<file path="src/rtl/pipe_stage_skid_reg.sv">
// Pipeline stage register: valid/ready handshake with a 2-entry skid buffer, flush,
// debug freeze and a saturating back-pressure counter. Active edge is set by CLK_NEG.
//
// state ({main_v,skid_v}) | meaning
// 2'b00                   | empty, in_ready high
// 2'b10                   | main holds head entry, in_ready high
// 2'b11                   | main + skid full, in_ready low
// 2'b01                   | unreachable, recovers to empty
module pipe_stage_skid_reg #(
  parameter int                DATA_W     = 64,
  parameter logic [DATA_W-1:0] BUBBLE_VAL = '0,
  parameter int                CNT_W      = 16,
  parameter bit                CLK_NEG    = 1'b1
) (
  input  logic              clk,
  input  logic              reset,
  input  logic              db_en,
  input  logic              flush,
  input  logic              in_valid,
  output logic              in_ready,
  input  logic [DATA_W-1:0] in_data,
  output logic              out_valid,
  input  logic              out_ready,
  output logic [DATA_W-1:0] out_data,
  output logic [1:0]        occupancy,
  output logic [CNT_W-1:0]  stall_cnt
);

  localparam logic [CNT_W-1:0] CNT_MAX = {CNT_W{1'b1}};

  logic              main_v, skid_v;
  logic [DATA_W-1:0] main_d, skid_d;
  logic [CNT_W-1:0]  stall_q;

  logic              main_v_n, skid_v_n;
  logic [DATA_W-1:0] main_d_n, skid_d_n;
  logic [CNT_W-1:0]  stall_n;

  logic accept, pop;

  assign in_ready  = db_en & ~skid_v;
  assign out_valid = db_en & main_v;
  assign out_data  = main_v ? main_d : BUBBLE_VAL;
  assign occupancy = {1'b0, main_v} + {1'b0, skid_v};
  assign stall_cnt = stall_q;

  assign accept = in_valid & in_ready;
  assign pop    = out_valid & out_ready;

  always_comb begin
    main_v_n = main_v;
    skid_v_n = skid_v;
    main_d_n = main_d;
    skid_d_n = skid_d;
    stall_n  = stall_q;

    if (!reset) begin
      main_v_n = 1'b0;
      skid_v_n = 1'b0;
      main_d_n = BUBBLE_VAL;
      skid_d_n = BUBBLE_VAL;
      stall_n  = '0;
    end else if (db_en) begin
      if (main_v && !out_ready && (stall_q != CNT_MAX)) begin
        stall_n = stall_q + 1'b1;
      end

      if (flush) begin
        // a same-cycle pop still completes downstream; the accept is dropped
        main_v_n = 1'b0;
        skid_v_n = 1'b0;
        main_d_n = BUBBLE_VAL;
        skid_d_n = BUBBLE_VAL;
      end else begin
        unique case ({main_v, skid_v})
          2'b00: begin
            if (accept) begin
              main_v_n = 1'b1;
              main_d_n = in_data;
            end
          end
          2'b10: begin
            if (accept && pop) begin
              main_d_n = in_data;
            end else if (accept) begin
              skid_v_n = 1'b1;
              skid_d_n = in_data;
            end else if (pop) begin
              main_v_n = 1'b0;
            end
          end
          2'b11: begin
            if (pop) begin
              main_d_n = skid_d;
              skid_v_n = 1'b0;
            end
          end
          default: begin
            main_v_n = 1'b0;
            skid_v_n = 1'b0;
          end
        endcase
      end
    end
  end

  generate
    if (CLK_NEG) begin : g_neg_edge
      always_ff @(negedge clk) begin
        main_v  <= main_v_n;
        skid_v  <= skid_v_n;
        main_d  <= main_d_n;
        skid_d  <= skid_d_n;
        stall_q <= stall_n;
      end
    end else begin : g_pos_edge
      always_ff @(posedge clk) begin
        main_v  <= main_v_n;
        skid_v  <= skid_v_n;
        main_d  <= main_d_n;
        skid_d  <= skid_d_n;
        stall_q <= stall_n;
      end
    end
  endgenerate

endmodule

</file>
<file path="config.mk">
export PLATFORM = sky130hd
export DESIGN_NAME = pipe_stage_skid_reg
export DESIGN_NICKNAME = d
export VERILOG_FILES = /design/src/rtl/pipe_stage_skid_reg.sv
export SDC_FILE = /design/constraint.sdc
export NUM_CORES = 1
export LEC_CHECK = 0
export ABC_AREA = 1
export ABC_CLOCK_PERIOD_IN_PS = 2350
export CAP_MARGIN = 15
export CORE_AREA = 2 2 150 152
export CTS_CLUSTER_DIAMETER = 30
export DETAILED_ROUTE_END_ITERATION = 6
export DIE_AREA = 0 0 152 154
export PLACE_DENSITY = 0.62
export SLEW_MARGIN = 20
export SYNTH_ARGS = -nofsm -noshare
export SYNTH_HDL_FRONTEND = slang
export SYNTH_SLANG_ARGS = --single-unit
</file>
<file path="constraint.sdc">
create_clock -name clk -period 2.35 [get_ports clk]
set_input_delay 0.5875 -clock clk [delete_from_list [all_inputs] [get_ports clk]]
set_output_delay 0.5875 -clock clk [all_outputs]
set_load 0.01 [all_outputs]
</file>
* After elaboration in Yosys (flattened, before gate mapping)
Index checks and enable logic that the tools add are counted.
** Storage, ports and cells
- Register bits after elaboration :: 146
- Output and inout port bits :: 84
** Operators by class
- Add/sub/neg operators :: 2
- Bitwise gates (word level) :: 5
- Mux-type cells :: 18
- Eq/ne operators :: 13
- Reduce and logical (&&, ||, !) cells :: 13
** Operators by type and width (number)
- two-way mux 64 bit :: 8
- case mux 64 bit (3 select lines) :: 1
- inequality test 3 bit (second input constant) :: 7
- adder 16 x 1 -> 16 bit (second input constant) :: 1
- inequality test 16 bit (second input constant) :: 1
- AND reduction 5 bit :: 2
- two-way mux 1 bit :: 7
- inequality test 2 bit (second input constant) :: 3
- case mux 1 bit (3 select lines) :: 2
- AND reduction 6 bit :: 1
- bitwise AND 1 bit :: 4
- equality test 2 bit (second input constant) :: 2
- AND reduction 4 bit :: 1
- nonzero test 2 bit :: 2
- nonzero test 4 bit :: 1
- logical AND 1 bit :: 3
- adder 1 x 1 -> 2 bit :: 1
- zero test 2 bit :: 1
- AND reduction 2 bit :: 1
- zero test 1 bit :: 1
- NOT 1 bit :: 1

* Longest topological paths before layout
Gate-level depths: netlist (run 1).
- Depth after elaboration :: 7
- Depth in mapped cells :: 14

==> summary.md, run 1 <==
| Metric | Value |
|---|---|
| Status | `complete, but fails checks` |
| Failing checks | `setup timing` |
| Die Y | `154 um` |
| CP arrival | `2.68 ns` |
| I/O Buffers | `153` |
| Antenna violation net count after detailed routing | `0` |
| DP Cell Count | `1628` |
| Via count | `9863` |
| Synth unique cells | `30` |
| Commonest non-fill, non-tap cell in the layout | `inv_1` |
| Worst-path maximum fanout | `6` |
| Worst clock skew | `0.0524 ns` |
| Rows | `54` |
| Sink Count | `146` |
| R2r setup slk | `-0.13 ns` |
| Max-cap violations | `0` |
| Hold WC Path Type | `register to register` |
| Die span in x | `152 um` |
| Clk network pwr share | `0.418` |
| Net Sw Power | `0.00349 W` |
| GRT Overall Usage | `0.252` |
| Flop pwr share | `0.301` |
| Initial Util | `0.346` |
| Overflow after GRT | `0` |
| Die area | `23400 sq um` |
| Clk buf depth | `2` |
| Setup repair after global routing missed its margin | `yes` |
| CTS tree | `built` |
| Yosys warnings | `0` |
| Largest net degree at the start of global routing | `65` |
| Most frequent cells in the layout | `inv_1 (232), nor2_1 (180), nand2_1 (146), dfxtp_1 (128), buf_6 (103)` |
| Final #Nets | `1680` |
| Non-filler instance count after layout | `1898` |
| Layout cells sized above 1 | `0.443` |
| Synthesized cell area | `7500 sq um` |
| Avg Synthesized Cell Area | `6.34 sq um` |
| Syn nets | `1257` |
| Vias in the first global route | `9634` |
| CTS Buf Count | `17` |
| DRT Pass-1 Iters | `7` |
| Initial DRC Count | `642` |
| Post-Route Utilization | `0.689` |
| # H-tree levels | `4` |
| # IOs | `154` |
| First-pass GRT wire length | `48000 um` |
| Power share of the combinational group | `0.281` |
| Routed WL | `33900 um` |
| Switching part of the total | `0.359` |
| Ant diodes | `0` |
| Fraction of registers with async set/reset | `0` |
| Post-synth EDFFs | `0` |
| PnR worst setup slack | `-0.916 ns` |
| Kind of end point of the critical path | `primary output` |
| Max transition margin | `0.698` |
| Top_reg_cell synth | `dfxtp_1` |
| Routability cong. | `0.824` |
| Clock slew at reported path FFs | `0.04 ns` |
| Initial antenna violation count | `0` |
| Yosys reg bits | `146` |
| FF+latch area | `2950 sq um` |
| Hold Fails Final Rpt | `0` |
| Power Dens Cells | `650 nW/um^2` |
| Fillers | `1559` |
| Final Hold Slack | `0.463 ns` |
| Core ar. | `21700 sq um` |
| CP Launch Type | `register` |
| Via density | `5.20` |
| Setup-failing EPs final | `230` |
| Hpwl dp | `14400 um` |
| VDD IR max | `0.568 mV` |
| Area of the multi-input gates | `5340 sq um` |
| Int Pwr | `0.00622 W` |
| Clk_lat worst skew | `0.50 ns` |
| Final Max Tran Viols | `0` |
| Synth Instances | `1183` |
| WP data required | `1.76 ns` |
| DR WL/cell | `17.8 um` |
| Worst slew pin tran | `0.451 ns` |
| P_leak | `7.81 nW` |
| DRC Markers | `0` |
| Layout area overhead | `99.4%` |
| Sequential share of the synthesized area | `0.390` |
| Critical path type | `register to primary output` |
| CTS root buf | `clkbuf_16` |
## cell usage after synthesis (2+ instances only)
cell / count / area share
nand4_1: 5 / 0.0042
ha_1: 4 / 0.0067
o21ai_0: 37 / 0.025
dfxtp_1: 146 / 0.39
a21oi_1: 111 / 0.074
buf_2: 41 / 0.027
o22ai_1: 64 / 0.053
inv_2: 5 / 0.0025
nand3_1: 70 / 0.047
buf_6: 5 / 0.0075
nand2_1: 271 / 0.14
xor2_1: 2 / 0.0023
nor2_1: 219 / 0.11
xnor2_1: 4 / 0.0047
buf_1: 11 / 0.0055
clkbuf_1: 21 / 0.011
inv_1: 145 / 0.073
nor3_1: 2 / 0.0013
buf_4: 9 / 0.0090
## critical path: stages (launching register included)
cell     delay [ns]
dfxtp_4        0.38
buf_12         0.13
buf_8          0.13
buf_12         0.14
nand2_2        0.06
inv_1          0.06
buf_2          0.13
## worst paths after layout
check	start	end	cells after the start
hold / removal	skid_d[59]	skid_d[59]	2
setup reg to reg	main_v	main_d[55]	15
setup / recovery	main_v	out_data[55]	6
hold reg to reg	skid_d[59]	skid_d[59]	2
## routing by layer
metal / wire length [um] / track usage / up-vias
li1: - / - / 4588
met1: 13300 / 0.298 / 4645
met2: 16800 / 0.416 / 504
met3: 2350 / 0.0660 / 126
met4: 1460 / 0.138 / 0
met5: 0 / 0 / -
## cell type report
type                    instances  share of cell area
clock buffers                  17              0.0285
clock inverters               160              0.0489
inverters                     151              0.0416
multi-input cells             798               0.358
flip-flops and latches        146               0.197
well taps                     280              0.0234
repair buffers                346               0.303
## logic make-up after synthesis
kind of cell    after synthesis  synth area share
compound gates              213             0.153
fa+ha+maj                     4           0.00668
buf+inv                     239             0.137
flops                       146             0.390
xor+xnor                      6           0.00701
simple gates                575             0.307
## power groups by stage
stage / Clock (W) / Sequential [W] / Combinational [W]
after floorplan: 0.000378 / 0.00283 / 0.000929
after global placement: 0.000378 / 0.00285 / 0.00142
after detailed placement: 0.000378 / 0.00286 / 0.00144
after CTS: 0.00399 / 0.00287 / 0.00233
after global routing: 0.00437 / 0.00294 / 0.00287
final: 0.00406 / 0.00292 / 0.00273
## what timing repair did
action | 4_1_cts | 5_1_grt
pin swaps | 51 | 53
hold buffers | 0 | 0
endpoints found under the setup margin | 230 | 230
setup buffers | 43 | 26
resized for setup | 684 | 304
cloned | 36 | 7
## stage by stage
stage	power (W)	worst slack, ns	setup TNS [ns]	instance area, sq um
after floorplan	0.00413	-0.402	-62.26	7900
after detailed placement	0.00468	-1.26	-219.45	10200
after CTS	0.00918	-0.850	-119.19	13700
final	0.00972	-0.916	-132.10	14900
after global placement	0.00466	-1.19	-215.49	10200
after global routing	0.0102	-0.956	-140.76	14900
## state kept, by name, indices dropped and copies added, names as in the netlist
signal	flops
stall_cnt	16
skid_v	1
main_d	64
main_v	1
skid_d	64
Note: power is estimated with default switching activity, not from simulation.
==> inputs of run 2 (changes only) <==
Settings changed: CORE_AREA 2 2 150 152 to 10 10 158 160, DIE_AREA 0 0 152 154 to 0 0 168 170.
==> run 2 against run 1 <==
  * The run still ends with setup timing left
  * Non-clock buffer count down 13
  * Sequential power decreased by 2%
  * Critical path depth is 1 lower
  * Combinational power is 10% lower
  * Cell count is 0.53% lower
  * Clock power shrank 4%
  * Sequential share of layout area rose by 0.94 points
==> summary.md, run 2 (synthesis gave the netlist of run 1 again) <==
| Metric | Value |
|---|---|
| Initial antenna violation count | `0 (unchanged)` |
| Vias in the first global route | `9058 (was 9634)` |
| VDD IR max | `0.616 mV (was 0.568 mV)` |
| Hold EP | `skid_d[63] (was skid_d[59])` |
| Worst clock skew | `0.0329 ns (was 0.0524 ns)` |
| Max-cap violations | `0 (unchanged)` |
| Fillers | `1732 (was 1559)` |
| Reg2reg start | `main_v (unchanged)` |
| First-pass GRT wire length | `42800 um (was 48000 um)` |
| Final Hold Slack | `0.463 ns (about the same)` |
| Final Max Tran Viols | `0 (unchanged)` |
| Initial DRC Count | `795 (was 642)` |
| Worst slew pin tran | `0.776 ns (was 0.451 ns)` |
| Rows | `54 (unchanged)` |
| Status | `complete, but fails checks (unchanged)` |
| Setup-failing EPs final | `214 (was 230)` |
| Antenna violation net count after detailed routing | `0 (unchanged)` |
| Largest net degree at the start of global routing | `65 (unchanged)` |
| CTS root buf | `clkbuf_16 (unchanged)` |
| R2r setup slk | `-0.09 ns (was -0.13 ns)` |
| Routability cong. | `0.815 (was 0.824)` |
| Worst Hold Depth | `2 (unchanged)` |
| Failing checks | `setup timing (unchanged)` |
| WP data required | `1.76 ns (about the same)` |
| Setup TNS | `-100.35 ns (was -132.10 ns)` |
| Clk_lat worst skew | `0.48 ns (was 0.50 ns)` |
| Layout area overhead | `90.3% (was 99.4%)` |
| Critical path type | `register to primary output (unchanged)` |
| Max transition margin | `0.483 (was 0.698)` |
| PnR worst setup slack | `-0.870 ns (was -0.916 ns)` |
| # IOs | `154 (unchanged)` |
| CP Launch Type | `register (unchanged)` |
| I/O Buffers | `153 (unchanged)` |
| Die span in x | `168 um (was 152 um)` |
| P_leak | `7.42 nW (was 7.81 nW)` |
| Hpwl dp | `16000 um (was 14400 um)` |
| Worst-path maximum fanout | `7 (was 6)` |
| Clock slew at reported path FFs | `0.05 ns (was 0.04 ns)` |
| Pre-CTS setup slack | `-1.26 ns (about the same)` |
| Power Dens Cells | `646 nW/um^2 (was 650 nW/um^2)` |
| DR WL/cell | `17.0 um (was 17.8 um)` |
| # H-tree levels | `4 (unchanged)` |
| GRT Overall Usage | `0.179 (was 0.252)` |
| Layout cells sized above 1 | `0.416 (was 0.443)` |
| Post-Route Utilization | `0.658 (was 0.689)` |
| Routed WL | `32000 um (was 33900 um)` |
| Die Y | `170 um (was 154 um)` |
| Sink Count | `146 (unchanged)` |
| DRT Pass-1 Iters | `5 (was 7)` |
| Via count | `9573 (was 9863)` |
| Pwr Total | `0.00922 W (was 0.00972 W)` |
| Final #Nets | `1669 (was 1680)` |
| Commonest non-fill, non-tap cell in the layout | `inv_1 (unchanged)` |
| CP arrival | `2.63 ns (was 2.68 ns)` |
| Via density | `5.07 (was 5.20)` |
| Most frequent cells in the layout | `inv_1 (237), nor2_1 (180), nand2_1 (159), dfxtp_1 (128), buf_6 (96) (was inv_1 (232), nor2_1 (180), nand2_1 (146), dfxtp_1 (128), buf_6 (103))` |
| Core ar. | `21700 sq um (unchanged)` |
| Kind of end point of the critical path | `primary output (unchanged)` |
| CTS Buf Count | `17 (unchanged)` |
| Clk buf depth | `2 (unchanged)` |
| Overflow after GRT | `0 (unchanged)` |
| HP Start | `skid_d[63] (was skid_d[59])` |
| Hold Fails Final Rpt | `0 (unchanged)` |
| Critical R2R Capture | `main_d[55] (unchanged)` |
| Die area | `28600 sq um (was 23400 sq um)` |
| DRC Markers | `0 (unchanged)` |
| Initial Util | `0.346 (unchanged)` |
| Setup repair after global routing missed its margin | `yes (unchanged)` |
| Hold WC Path Type | `register to register (unchanged)` |
| Ant diodes | `0 (unchanged)` |
| CTS tree | `built (unchanged)` |
| Register-to-Register Path Depth | `14 (was 15)` |
==> run 2: changes by cell type in the layout (fill, tap and decap cells not counted), sizes merged, moves of 2 or more <==
cell / delta
buf: -28
clkbuf: +15
bufbuf: -2
clkdlybuf4s15: +2
clkinv: +2
inv: +2
==> run 2: layer usage <==
metal	share of wire	vias to the layer above	track usage
li1	-	4571	-
met2	0.51	410	0.288
met5	0	-	0
met4	0.025	0	0.0908
met3	0.062	67	0.0645
met1	0.40	4525	0.207
==> run 2: layout make-up <==
class,count,area (sq um),area share
flip-flops and latches,146,2950,0.207
well taps,280,350,0.0246
repair inverters,1,16.3,0.00114
inverters,151,617,0.0432
clock inverters,161,727,0.0510
multi-input cells,799,5030,0.353
clock buffers,17,425,0.0298
repair buffers,333,4150,0.291
==> run 2: stage by stage <==
stage,instances,instance area [sq um]
after floorplan,1183,7900
after detailed placement,1639,10300
after global placement,1639,10300
final,1888,14300
after CTS,1849,12100
after global routing,1888,14300
==> run 2: worst max path at each step <==
stage	start	to	slack (ns)	cells after the start
finish	main_v	out_valid	-0.87	5
global route	main_v	out_valid	-0.90	5
CTS	main_v	out_data[45]	-0.90	5
detailed placement	db_en	main_d[46]	-1.26	13
global placement	db_en	main_d[46]	-1.23	13
floorplan	db_en	main_d[17]	-0.40	11
==> run 2: timing repair <==
| action | CTS | global route |
|---|---|---|
| endpoints found under the setup margin | 230 | 229 |
| setup buffers | 23 | 19 |
| gates resized for setup | 404 | 477 |
| pin swaps | 4 | 108 |
| hold endpoints to repair | 0 | 0 |
| hold buffers | 0 | 0 |
| gates cloned | 11 | 30 |
==> run 2: critical path: stages, from the launching register on <==
cell	delay, ns
dfxtp_4	0.42
buf_6	0.17
clkbuf_16	0.17
nand2_4	0.06
inv_4	0.06
buf_6	0.11
==> run 2: report_power, final <==
part           switching (W)  internal [W]  total, W
logic                0.00121       0.00124   0.00245
clock network        0.00188       0.00202   0.00390
registers           0.000171       0.00270   0.00287
==> inputs of run 3 (changes only) <==
Settings changed: PLACE_DENSITY 0.62 to 0.59.
==> run 3 against run 2 <==
  * The run still ends with setup timing left
  * Clock skew grew 0.0068 ns
  * Flip-flop and latch count did not move
  * Power is 2.0% lower
  * Largest power group unchanged
  * Setup slack better by 0.016 ns
  * Clock power is 7.2% lower
  * Via count down 0.94%
  * Critical path type unchanged
  * Cell area up 1.7%
  * Routed wire length decreased by 2.3%
  * Count of clock-buffer cells in the layout unchanged
  * Cell count grew 0.95%
==> summary.md, run 3 (synthesis gave the netlist of run 1 again) <==
| Metric | Value |
|---|---|
| Status | `complete, but fails checks (unchanged)` |
| Failing checks | `setup timing (unchanged)` |
| Kind of end point of the critical path | `primary output (unchanged)` |
| PnR worst setup slack | `-0.854 ns (was -0.870 ns)` |
| I/O Buffers | `153 (unchanged)` |
| Via count | `9483 (was 9573)` |
| Worst slew pin tran | `0.418 ns (was 0.776 ns)` |
| CTS root buf | `clkbuf_16 (unchanged)` |
| Clk network pwr share | `0.401 (was 0.423)` |
| Die Y | `170 um (unchanged)` |
| # IOs | `154 (unchanged)` |
| Routability cong. | `0.820 (was 0.815)` |
| DRC Markers | `0 (unchanged)` |
| # H-tree levels | `4 (unchanged)` |
| Overflow after GRT | `0 (unchanged)` |
| R2r setup slk | `0.28 ns (was -0.09 ns)` |
| DRT Pass-1 Iters | `5 (unchanged)` |
| WP data required | `1.76 ns (about the same)` |
| CP arrival | `2.62 ns (was 2.63 ns)` |
| Switching part of the total | `0.357 (was 0.354)` |
| CP Launch Type | `register (unchanged)` |
| Critical R2R Capture | `main_d[28] (was main_d[55])` |
| Worst clock skew | `0.0397 ns (was 0.0329 ns)` |
| Sink Count | `146 (unchanged)` |
| Non-filler instance count after layout | `1906 (was 1888)` |
| First-pass GRT wire length | `45400 um (was 42800 um)` |
| Initial antenna violation count | `0 (unchanged)` |
| Flop pwr share | `0.318 (was 0.311)` |
| Register-to-Register Path Depth | `12 (was 14)` |
| Net Sw Power | `0.00323 W (was 0.00327 W)` |
| Rows | `54 (unchanged)` |
| Hold EP | `skid_d[30] (was skid_d[63])` |
| Clk buf depth | `2 (unchanged)` |
| Final Hold Slack | `0.464 ns (was 0.463 ns)` |
| Hold WC Path Type | `register to register (unchanged)` |
| GRT Overall Usage | `0.190 (was 0.179)` |
| Hold Fails Final Rpt | `0 (unchanged)` |
| Setup repair after global routing missed its margin | `yes (unchanged)` |
| Worst Hold Depth | `2 (unchanged)` |
| Final instance area | `14500 sq um (was 14300 sq um)` |
| Int Pwr | `0.00581 W (was 0.00595 W)` |
| Layout area overhead | `93.6% (was 90.3%)` |
| Initial Util | `0.346 (unchanged)` |
| Slowest CP cell | `dfxtp_4 (unchanged)` |
| DP Cell Count | `1649 (was 1639)` |
| Power share of the combinational group | `0.281 (was 0.265)` |
| CTS Buf Count | `17 (unchanged)` |
| Max-cap violations | `0 (unchanged)` |
| HP Start | `skid_d[30] (was skid_d[63])` |
| Die area | `28600 sq um (unchanged)` |
| Most frequent cells in the layout | `inv_1 (235), nor2_1 (183), nand2_1 (167), dfxtp_1 (128), buf_6 (94) (was inv_1 (237), nor2_1 (180), nand2_1 (159), dfxtp_1 (128), buf_6 (96))` |
| Critical path type | `register to primary output (unchanged)` |
| Ant diodes | `0 (unchanged)` |
| Die span in x | `168 um (unchanged)` |
| Layout cells sized above 1 | `0.420 (was 0.416)` |
| Setup-failing EPs final | `214 (unchanged)` |
| Max incr delay on CP | `0.35 ns (was 0.42 ns)` |
| DR WL/cell | `16.4 um (was 17.0 um)` |
| Power Dens Cells | `623 nW/um^2 (was 646 nW/um^2)` |
| Vias in the first global route | `9530 (was 9058)` |
| CTS tree | `built (unchanged)` |
| Clock slew at reported path FFs | `0.04 ns (was 0.05 ns)` |
| Worst-path maximum fanout | `4 (was 7)` |
| Initial DRC Count | `494 (was 795)` |
| Clk_lat worst skew | `0.49 ns (was 0.48 ns)` |
| Final Max Tran Viols | `0 (unchanged)` |
| Largest net degree at the start of global routing | `65 (unchanged)` |
| Via density | `4.98 (was 5.07)` |
| Antenna violation net count after detailed routing | `0 (unchanged)` |
| Critical path's most frequent cell | `buf_6 (unchanged)` |
| Final #Nets | `1687 (was 1669)` |
| Hold Buf Count CTS | `0 (unchanged)` |
| Max transition margin | `0.721 (was 0.483)` |
| Core ar. | `21700 sq um (unchanged)` |
| Worst-path cell chain | `buf_6 -> buf_4 -> inv_4 -> ha_4 -> buf_6 (was buf_6 -> clkbuf_16 -> nand2_4 -> inv_4 -> buf_6)` |
| P_leak | `7.48 nW (was 7.42 nW)` |
| Hpwl dp | `16300 um (was 16000 um)` |
| Placed cell areas | `10400 sq um (was 10300 sq um)` |
| Commonest non-fill, non-tap cell in the layout | `inv_1 (unchanged)` |
| Routed WL | `31300 um (was 32000 um)` |
| VDD IR max | `0.581 mV (was 0.616 mV)` |
| Reg2reg start | `main_v (unchanged)` |
## run 3: changes by cell type in the layout (fill, tap and decap cells not counted), moves of 5 or more
cell / previous run / this run
nand2_2: 61 / 53
buf_4: 74 / 82
clkdlybuf4s15_2: 1 / 11
a21oi_2: 46 / 61
clkinvlp_2: 1 / 8
o21ai_1: 15 / 20
buf_16: 10 / 19
nand2_1: 159 / 167
a21oi_1: 65 / 50
buf_2: 13 / 7
## run 3: worst max path at each step
stage          depth (start not counted)           end    from
2_1_floorplan                         11    main_d[17]   db_en
3_3_place_gp                          12    main_d[35]   db_en
3_5_place_dp                          12    main_d[63]   db_en
4_1_cts                                6   out_data[5]  main_v
5_1_grt                                6  out_data[11]  main_v
6_report                               5  occupancy[0]  main_v
## run 3: metrics by stage
stage          setup slack [ns]  setup TNS, ns  total power, W  utilization
2_1_floorplan            -0.402         -62.26         0.00413            -
3_3_place_gp              -1.20        -217.00         0.00473        0.480
3_5_place_dp              -1.25        -220.66         0.00475        0.480
4_1_cts                  -0.850        -119.28         0.00852        0.589
5_1_grt                  -0.897        -120.53         0.00958        0.669
6_report                 -0.854        -110.40         0.00904        0.669
## run 3: repair_timing
item                       4_1_cts  5_1_grt
pin swaps                       28       76
gates resized for setup        538      326
setup endpoints to repair      230      230
buffers inserted                28       21
cloned                          21       25
## run 3: cell type report
type | instances | area, sq um
sequential | 146 | 2950
fill | 1707 | 7180
clock buffer | 17 | 425
clock inverter | 161 | 666
inverter | 151 | 621
timing repair buffer | 350 | 4460
multi-input combinational | 800 | 5020
tap | 280 | 350
timing repair inverter | 1 | 16.3
## run 3: critical path, delay by kind of cell, from the launching register on
family | cells | cell delay, ns
DFF | 1 | 0.35
buffers and inverters | 4 | 0.43
adders and majority gates | 1 | 0.21
## run 3: routing by layer
layer / part of all wire / wire, um / track usage
met5: 0 / 0 / 0
met4: 0.027 / 853 / 0.0893
met3: 0.055 / 1720 / 0.0645
met2: 0.52 / 16200 / 0.332
met1: 0.40 / 12500 / 0.202
## run 3: power groups by stage
stage                     clock network (W)  logic [W]  registers, W
after floorplan                    0.000378   0.000929       0.00283
after global placement             0.000378    0.00149       0.00286
after detailed placement           0.000378    0.00151       0.00286
after CTS                           0.00366    0.00201       0.00284
after global routing                0.00398    0.00271       0.00289
final                               0.00362    0.00254       0.00287
==> edit (settings of run 1) <==
Change the parameter `CNT_W` from 16 to 32.
--- a/src/rtl/pipe_stage_skid_reg.sv
+++ b/src/rtl/pipe_stage_skid_reg.sv
@@ -10,5 +10,5 @@
   parameter int                DATA_W     = 64,
   parameter logic [DATA_W-1:0] BUBBLE_VAL = '0,
-  parameter int                CNT_W      = 16,
+  parameter int                CNT_W      = 32,
   parameter bit                CLK_NEG    = 1'b1
 ) (
Interface: changed (resized stall_cnt); port bits go from 154 to 170. The function was not compared with the original's and may differ.
==> edit against run 1 <==
- the flow still finishes with violations (negative setup slack)
- core utilization hardly changed
- register-to-register slack worse by 0.19 ns
- cell area hardly changed
- critical path depth is 1 lower
- area after synthesis is 7.7% higher
- hold slack hardly changed
- total power is 3.6% lower
- global-route usage is 1.1 points lower
- routed wire length is 1.5% lower
- first-iteration DRC count is 7.2% higher
- worst setup slack better by 0.0095 ns
- sequential cell count is 16 higher
- largest power group unchanged
==> edit: results (changes against run 1) <==
Status
  – Status: complete, but fails checks
  – Failing checks: negative setup slack

Cells and area
  – Post-route insts no fill: 2037 (+7.3%)

GRT
  – Global-route wire length before repair: 46200 microns (-3.7%)
  – Met1 Use GR: 25.6% (-4.2 points)
  – Largest net degree at the start of global routing: 67 (+3.1%)

Place
  – GPL Wtd Cong: 0.923 (+12%)
  – IO Port Bufs: 169 (+10%)
  – Dpl cell area: 10800 sq um (+5.5%)
  – Placed instance count: 1751 (+7.6%)
  – Dpl ws: -1.23 ns (+0.0282 ns)

Yosys
  – Synth Area in Adders: 0.620% (-0.048 points)
  – Synth area leaders: dfxtp_1 (40%), nand2_1 (18%), nor2_1 (11%)
  – Syn nets: 1365 (+8.6%)
  – Sequential-to-total area share from yosys stat: 40.2% (+1.2 points)

Setup path
  – Worst r2r path cells: 17 (+2)
  – Reg2reg setup slack: -0.32 ns (-0.19 ns)
  – Critical Path AT: 2.67 ns (about the same)
  – Slowest stage delay, CP: 0.35 ns (-0.03 ns)
  – RR Endpoint: main_d[22]

Route
  – Top sig layer: met5
  – DRT Pass-1 Iters: 5 (-2)
  – DR WL met3: 2250 microns (-4.4%)
  – Detailed Route Iter0 Violations: 688 (+7.2%)
  – WL met2: 16800 microns (+0.31%)
  – Drt total wl: 33400 microns (-1.5%)

Power
  – Leak pwr: 7.33 nW (-6.2%)
  – Switching Share: 36.5% (+0.60 points)
  – PD cells: 626 nW/um^2 (-3.6%)

Timing
  – Fin Setup TNS: -117.31 ns (+14.79 ns)
  – Setup ws final: -0.906 ns (+0.00950 ns)
  – Setup-failing EPs final: 231 (+0.43%)
  – Actual slew at the worst max-slew pin: 0.539 ns (+0.0877 ns)

Hold path
  – Hold_sp: skid_d[62]
## edit: final cells by class
type,count,area (sq um)
antenna,1,2.50
clock buffer,17,425
clock inverter,177,831
fill,1626,6740
inverter,106,448
multi-input combinational,943,5450
sequential,162,3290
tap,280,350
timing repair buffer,350,4140
timing repair inverter,1,11.3
## edit: worst min path at each step
stage                            end  slack [ns]  cells past startpoint
final                     skid_d[62]        0.46                      2
after global placement    skid_d[15]        0.45                      2
after detailed placement   skid_d[8]        0.45                      2
after CTS                  skid_d[8]        0.46                      2
after global routing      skid_d[18]        0.48                      2
after floorplan           skid_d[60]        0.44                      2
## edit: repair_timing
item | in CTS | in global routing
pin swaps | 14 | 79
setup endpoints to repair | 262 | 248
resized for setup | 623 | 423
endpoints found under the hold margin | 0 | 0
setup buffers | 32 | 38
cloned | 17 | 18
